### src/rtl/debounce_scanner.sv
// debounce_scanner
//
// Time-multiplexed debounce controller. One 4-sample stability evaluator is
// shared across all channels. A prescaled tick starts a round-robin scan
// that visits one channel per clock. When a channel's last four samples all
// agree and differ from its filtered level, the filtered level flips and an
// event {channel, level} is queued in a small FIFO.
//
// Ports:
//   Clock          system clock, single domain
//   Reset          asynchronous, active-high reset
//   I              raw asynchronous inputs, one bit per channel
//   O              debounced levels
//   EventValid     event FIFO is non-empty
//   EventReady     consumer accepts the head event
//   EventChannel   channel index of the head event
//   EventLevel     new filtered level of the head event
//   Overflow       sticky flag, an event was dropped because the FIFO was full
//   OverflowClear  synchronous clear of Overflow (a same-cycle set wins)

module debounce_scanner #(
    parameter int Channels        = 8,
    parameter int ClockPeriod_ns  = 20,
    parameter int FilterPeriod_ns = 500_000,
    parameter int FifoDepth       = 4
) (
    input  logic                        Clock,
    input  logic                        Reset,
    input  logic [Channels-1:0]         I,
    output logic [Channels-1:0]         O,
    output logic                        EventValid,
    input  logic                        EventReady,
    output logic [$clog2(Channels)-1:0] EventChannel,
    output logic                        EventLevel,
    output logic                        Overflow,
    input  logic                        OverflowClear
);

    // Four samples make up one filter period, so the sample period is a third
    // of the filter time. It is never shorter than one full scan.
    localparam int Prescale = FilterPeriod_ns / ClockPeriod_ns / 3;
    localparam int Period   = (Prescale > Channels) ? Prescale : Channels;
    localparam int CntW     = $clog2(Period);
    localparam int IdxW     = $clog2(Channels);
    localparam int PtrW     = $clog2(FifoDepth);

    typedef enum logic {
        IDLE,
        SCAN
    } state_t;

    state_t              state;
    state_t              state_next;
    logic [IdxW-1:0]     idx;
    logic [IdxW-1:0]     idx_next;
    logic                scan_start;
    logic                pending;
    logic [CntW-1:0]     count;
    logic                tick;
    logic [Channels-1:0] sync1;
    logic [Channels-1:0] sync2;
    logic [3:0]          hist [Channels];
    logic [3:0]          hnew;
    logic                active;
    logic                fall;
    logic                rise;
    logic                push;

    logic [IdxW-1:0]      fifo_ch [FifoDepth];
    logic [FifoDepth-1:0] fifo_lvl;
    logic [PtrW-1:0]      rdptr;
    logic [PtrW-1:0]      wrptr;
    logic [PtrW:0]        used;
    logic                 full;
    logic                 pop;
    logic                 accept;
    logic                 drop;

    // Two-flop synchronizer. It resets to ones so idle inputs cause no events.
    always_ff @(posedge Clock or posedge Reset) begin
        if (Reset) begin
            sync1 <= '1;
            sync2 <= '1;
        end else begin
            sync1 <= I;
            sync2 <= sync1;
        end
    end

    // Free-running sample prescaler. The tick is high in the cycle where the
    // count sits at its last value.
    assign tick = (count == CntW'(Period - 1));

    always_ff @(posedge Clock or posedge Reset) begin
        if (Reset) begin
            count <= '0;
        end else if (tick) begin
            count <= '0;
        end else begin
            count <= count + CntW'(1);
        end
    end

    // Scan sequencing. A tick that arrives in the last scan cycle restarts the
    // scan directly, just like a tick that was already pending.
    always_comb begin
        state_next = state;
        idx_next   = idx;
        scan_start = 1'b0;
        case (state)
            IDLE: begin
                if (tick) begin
                    state_next = SCAN;
                    idx_next   = '0;
                    scan_start = 1'b1;
                end
            end
            SCAN: begin
                if (idx == IdxW'(Channels - 1)) begin
                    if (pending || tick) begin
                        idx_next   = '0;
                        scan_start = 1'b1;
                    end else begin
                        state_next = IDLE;
                    end
                end else begin
                    idx_next = idx + IdxW'(1);
                end
            end
            default: begin
                state_next = IDLE;
            end
        endcase
    end

    always_ff @(posedge Clock or posedge Reset) begin
        if (Reset) begin
            state   <= IDLE;
            idx     <= '0;
            pending <= 1'b0;
        end else begin
            state <= state_next;
            idx   <= idx_next;
            if (scan_start) begin
                pending <= 1'b0;
            end else if (tick && (state == SCAN)) begin
                pending <= 1'b1;
            end
        end
    end

    // Shared evaluator for the channel that is currently being scanned.
    assign active = (state == SCAN);
    assign hnew   = {hist[idx][2:0], sync2[idx]};
    assign fall   = active && (hnew == 4'b0000) && O[idx];
    assign rise   = active && (hnew == 4'b1111) && !O[idx];
    assign push   = fall || rise;

    always_ff @(posedge Clock or posedge Reset) begin
        if (Reset) begin
            for (int k = 0; k < Channels; k++) begin
                hist[k] <= 4'b1111;
            end
            O <= '1;
        end else if (active) begin
            hist[idx] <= hnew;
            if (fall) begin
                O[idx] <= 1'b0;
            end else if (rise) begin
                O[idx] <= 1'b1;
            end
        end
    end

    // Event FIFO. A push into a full FIFO is still accepted when the head
    // leaves in the same cycle. An empty FIFO cannot pop, so a push into an
    // empty FIFO is simply stored.
    assign full       = (used == (PtrW + 1)'(FifoDepth));
    assign EventValid = (used != '0);
    assign pop        = EventValid && EventReady;
    assign accept     = push && (!full || pop);
    assign drop       = push && full && !pop;

    always_ff @(posedge Clock or posedge Reset) begin
        if (Reset) begin
            for (int k = 0; k < FifoDepth; k++) begin
                fifo_ch[k] <= '0;
            end
            fifo_lvl <= '0;
            rdptr    <= '0;
            wrptr    <= '0;
            used     <= '0;
        end else begin
            if (accept) begin
                fifo_ch[wrptr]  <= idx;
                fifo_lvl[wrptr] <= rise;
                wrptr           <= wrptr + PtrW'(1);
            end
            if (pop) begin
                rdptr <= rdptr + PtrW'(1);
            end
            case ({accept, pop})
                2'b10:   used <= used + (PtrW + 1)'(1);
                2'b01:   used <= used - (PtrW + 1)'(1);
                default: used <= used;
            endcase
        end
    end

    // The head is presented as zero while the FIFO is empty.
    assign EventChannel = EventValid ? fifo_ch[rdptr] : '0;
    assign EventLevel   = EventValid ? fifo_lvl[rdptr] : 1'b0;

    // Sticky overflow flag. A drop in the same cycle as a clear keeps it set.
    always_ff @(posedge Clock or posedge Reset) begin
        if (Reset) begin
            Overflow <= 1'b0;
        end else if (drop) begin
            Overflow <= 1'b1;
        end else if (OverflowClear) begin
            Overflow <= 1'b0;
        end
    end

endmodule
### config.mk
export PLATFORM = sky130hd
export DESIGN_NAME = debounce_scanner
export DESIGN_NICKNAME = d
export VERILOG_FILES = /design/src/rtl/debounce_scanner.sv
export SDC_FILE = /design/constraint.sdc
export NUM_CORES = 1
export LEC_CHECK = 0
export ABC_AREA = 1
export CAP_MARGIN = 5
export CORE_ASPECT_RATIO = 1.25
export CORE_MARGIN = 2
export CORE_UTILIZATION = 60
export DETAILED_ROUTE_END_ITERATION = 8
export GPL_TIMING_DRIVEN = 0
export PLACE_DENSITY = 0.87
export SLEW_MARGIN = 20
export SYNTH_ARGS = -nofsm -noshare
export SYNTH_HDL_FRONTEND = slang
export SYNTH_SLANG_ARGS = --single-unit
### constraint.sdc
create_clock -name Clock -period 4 [get_ports Clock]
set_clock_uncertainty 0.2 [all_clocks]
set_input_delay 0.6 -clock Clock [delete_from_list [all_inputs] [get_ports Clock]]
set_output_delay 0.6 -clock Clock [all_outputs]
set_load 0.005 [all_outputs]
==> reports/qor.tcl <==
set qor(required_time_of_the_critical_path_ns) 4.03
set qor(final_worst_setup_slack_ns) 0.7392
set qor(setup_tns_ns) 0
set qor(layout_common_cells) {sky130_fd_sc_hd__nand2_1 (149), sky130_fd_sc_hd__inv_1 (75), sky130_fd_sc_hd__nor2_1 (53), sky130_fd_sc_hd__dfstp_2 (48), sky130_fd_sc_hd__dfrtp_1 (43)}
set qor(max-vdd-ir-drop_mv) 0.3232
set qor(worst_path_clk_slew_ns) 0.09
set qor(min_period_ns) 3.261
set qor(detail_route.first_pass.iterations) 7
set qor(period_share) 0.8152
set qor(synth_cell_type_count) 35
set qor(n_antenna_cell) 0
set qor(synth_area_leader_cell) {sky130_fd_sc_hd__dfstp_2}
set qor(remaining_drcs) 0
set qor(clock_sink_count) 91
set qor(design.portCount) 26
set qor(number_of_enable_type_register_cells_in_the_synthesized_netlist) 0
set qor(floorplan.core_area_um2) 7702
set qor(final_hold_viol_count) 0
set qor(cellPowerDensity_nw_per_um2) 361.9
set qor(cts-buffers-inserted) 9
set qor(run_status) {complete, no violations}
set qor(ant_nets) 0
set qor(floorplan.die_area_um2) 8559
set qor(core.rowCount) 36
set qor(ctsLongestPathBuffers) 2
set qor(die_extent_in_y_um) 102.9
set qor(syn_area_per_cell_um2) 8.465
set qor(start_util) 0.6100
set qor(first_global_vias) 3768
set qor(cts_hold_buffers) 0
set qor(buffer_ports.inserted) 25
set qor(dpl.hpwl_um) 6702
set qor(cts_htree_levels) 3
set qor(syn_nets) 577
set qor(ctsResizeCount) 0
set qor(wl_um) 9267
set qor(timing.max_slew.rel_slack) 0.6149
set qor(clockRootBuffer) {sky130_fd_sc_hd__clkbuf_8}
set qor(fin_hold_ws_ns) 0.1577
set qor(static-leakage-power_uw) 0.002454
set qor(synth_top_cell_area_share) 0.2684
set qor(hold_class) {flip-flop to flip-flop}
set qor(postSynth.asyncResetShare) 1.000
set qor(cts_tree) {done}
set qor(ys_seq_elements) 91
set qor(fin_nets) 614
set qor(maxSlewViolCount) 0
set qor(max_cap_violations) 0
set qor(postCtsSetupBuffers) 0
set qor(setup_viol_count_final) 0
set qor(post_synthesis_instance_area_um2) 4698
set qor(synth_flop_cell) {sky130_fd_sc_hd__dfstp_2}
set qor(first_pass_grt_wire_length_um) 16300
set qor(worst_r2r_path_depth) 16
set qor(flow.area_growth_from_synthesis_pct) 12.70
set qor(grt_antenna_before_repair) 0
set qor(grt-ovfl-total) 0
set qor(route.detailed.wl_per_inst_um) 13.39
set qor(ys_top_cells_by_area) {sky130_fd_sc_hd__dfstp_2 (27%), sky130_fd_sc_hd__dfrtp_1 (23%), sky130_fd_sc_hd__nand2_1 (12%), sky130_fd_sc_hd__inv_1 (6.1%), sky130_fd_sc_hd__o21ai_0 (4.3%)}
set qor(worstMarginPinSlew_ns) 0.5745
set qor(seq_area_frac_synth) 0.4975
set qor(grt.total_usage) 0.2381
set qor(final_common_cell) {sky130_fd_sc_hd__nand2_1}
set qor(timing.critical_path.from) {idx[2]$_DFFE_PP0P_}
set qor(worst-path-max-fanout) 10
set qor(worst_hold_path.num_cells) 0
set qor(detail_route.iter0.violations) 216
set qor(via_per_inst) 5.262
set qor(via_count) 3641
set qor(dp_worst_setup_slack_ns) 0.6979
set qor(synth_cells) 555
set qor(crit_arrival_ns) 3.30
set qor(chipWidth_um) 83.15
set qor(clock.fmax_mhz) 306.7
set qor(grt_max_degree) 57
set qor(rsz0062_at_grt) {false}
set qor(timing_worst_setup_path_type) {flip-flop to flip-flop}
set qor(cp-end-kind) {flip-flop}
set qor(final_layout_size_suffix_gt1_frac) 0.2027
set qor(fillCellCount) 596
set qor(worstHoldStart) {sync1[5]$_DFF_PP1_}
set qor(ys_warn_count) 0
set qor(clock_latency_ns) 0.36
set qor(critical_path.reg2reg.startpoint) {idx[2]$_DFFE_PP0P_}
set qor(start_kind) {flip-flop}
set qor(place_congestion) 0.8491
[Yosys cell counts, types with 7 or more instances]
| master | number |
|---|---|
| sky130_fd_sc_hd__nand3_1 | 22 |
| sky130_fd_sc_hd__inv_1 | 76 |
| sky130_fd_sc_hd__xor2_1 | 9 |
| sky130_fd_sc_hd__dfstp_2 | 48 |
| sky130_fd_sc_hd__nand4_1 | 19 |
| sky130_fd_sc_hd__nand3_2 | 11 |
| sky130_fd_sc_hd__ha_1 | 9 |
| sky130_fd_sc_hd__nand2_1 | 149 |
| sky130_fd_sc_hd__nor2_1 | 53 |
| sky130_fd_sc_hd__nand2_2 | 11 |
| sky130_fd_sc_hd__a21oi_1 | 14 |
| sky130_fd_sc_hd__nor3_1 | 7 |
| sky130_fd_sc_hd__o21ai_0 | 40 |
| sky130_fd_sc_hd__dfrtp_1 | 43 |
[layer usage]
metal / up-vias / routed length [um] / share of wire / GRT usage
met1: 1740 / 3857 / 0.42 / 0.2677
met4: 0 / 212 / 0.023 / 0.1400
li1: 1804 / - / - / -
met2: 77 / 4926 / 0.53 / 0.4392
met3: 20 / 271 / 0.029 / 0.02962
met5: - / 0 / 0 / 0
[per-stage QoR]
step	util	cell area, um2	instances	power, uW
finish	0.6875	5295	692	1917
global route	0.6875	5295	692	2017
CTS	0.6875	5295	692	1938
detailed placement	0.6618	5097	676	1329
global placement	0.6579	5067	675	1304
floorplan	-	4698	555	1193
[flip-flops by register name (all words and copies together), names as in the netlist, named ones only]
register,flops
fifo_lvl,4
wrptr,2
Overflow,1
count,14
sync1,8
rdptr,2
fifo_ch,12
idx,3
hist,24
used,3
sync2,8
active,1
pending,1
[worst max-delay path: stages (launching register included)]
cell and delay [ns]:
sky130_fd_sc_hd__dfrtp_1 0.42, sky130_fd_sc_hd__buf_6 0.16, sky130_fd_sc_hd__nor2_2 0.31, sky130_fd_sc_hd__nand3_1 0.18
sky130_fd_sc_hd__nand2_1 0.11, sky130_fd_sc_hd__nor2_1 0.06, sky130_fd_sc_hd__nand2_1 0.12, sky130_fd_sc_hd__nor2_4 0.06
sky130_fd_sc_hd__nand2_4 0.14, sky130_fd_sc_hd__nand2_8 0.11, sky130_fd_sc_hd__nand2_1 0.14, sky130_fd_sc_hd__ha_1 0.16
sky130_fd_sc_hd__inv_1 0.06, sky130_fd_sc_hd__fa_1 0.39, sky130_fd_sc_hd__a21oi_1 0.17, sky130_fd_sc_hd__o21ai_0 0.15
sky130_fd_sc_hd__xor2_1 0.18
[final timing paths]
kind                                        end  slack, ns
min in group asynchronous    count[8]$_DFF_PP0_       0.39
setup / recovery            used[2]$_DFFE_PP0P_       0.74
hold / removal               sync2[5]$_DFF_PP1_       0.16
hold reg to reg              sync2[5]$_DFF_PP1_       0.16
max in group asynchronous  hist[26]$_DFFE_PP1P_       2.54
setup reg to reg            used[2]$_DFFE_PP0P_       0.74
[cells by family (layout without fill, tap and decap cells)]
kind of cell | after synthesis | in the layout | synth area share
XOR/XNOR | 11 | 11 | 0.02051
AO/OA/AOI/OAI | 56 | 56 | 0.05992
buffers and inverters | 96 | 138 | 0.09480
flip-flops | 91 | 91 | 0.4975
AND/OR/NAND/NOR | 291 | 291 | 0.2991
adder cells (fa/ha/maj) | 10 | 10 | 0.02823
[layout make-up]
cell class | instances | area [um2] | share of cell area
Buffer | 14 | 130.1 | 0.02457
Clock buffer | 11 | 162.7 | 0.03072
Clock inverter | 5 | 35.03 | 0.006616
Inverter | 82 | 317.8 | 0.06002
Multi-Input combinational cell | 368 | 1916 | 0.3618
Sequential cell | 91 | 2337 | 0.4414
Tap cell | 95 | 118.9 | 0.02245
Timing Repair Buffer | 26 | 277.8 | 0.05246
[where the power goes]
group          internal, uW  switching (uW)  leakage [uW]  total (uW)
Combinational           142             182       0.00128         324
Sequential              963            25.5       0.00107         988
Clock                   280             324      0.000100         604
Note: power is estimated with default switching activity, not from simulation.
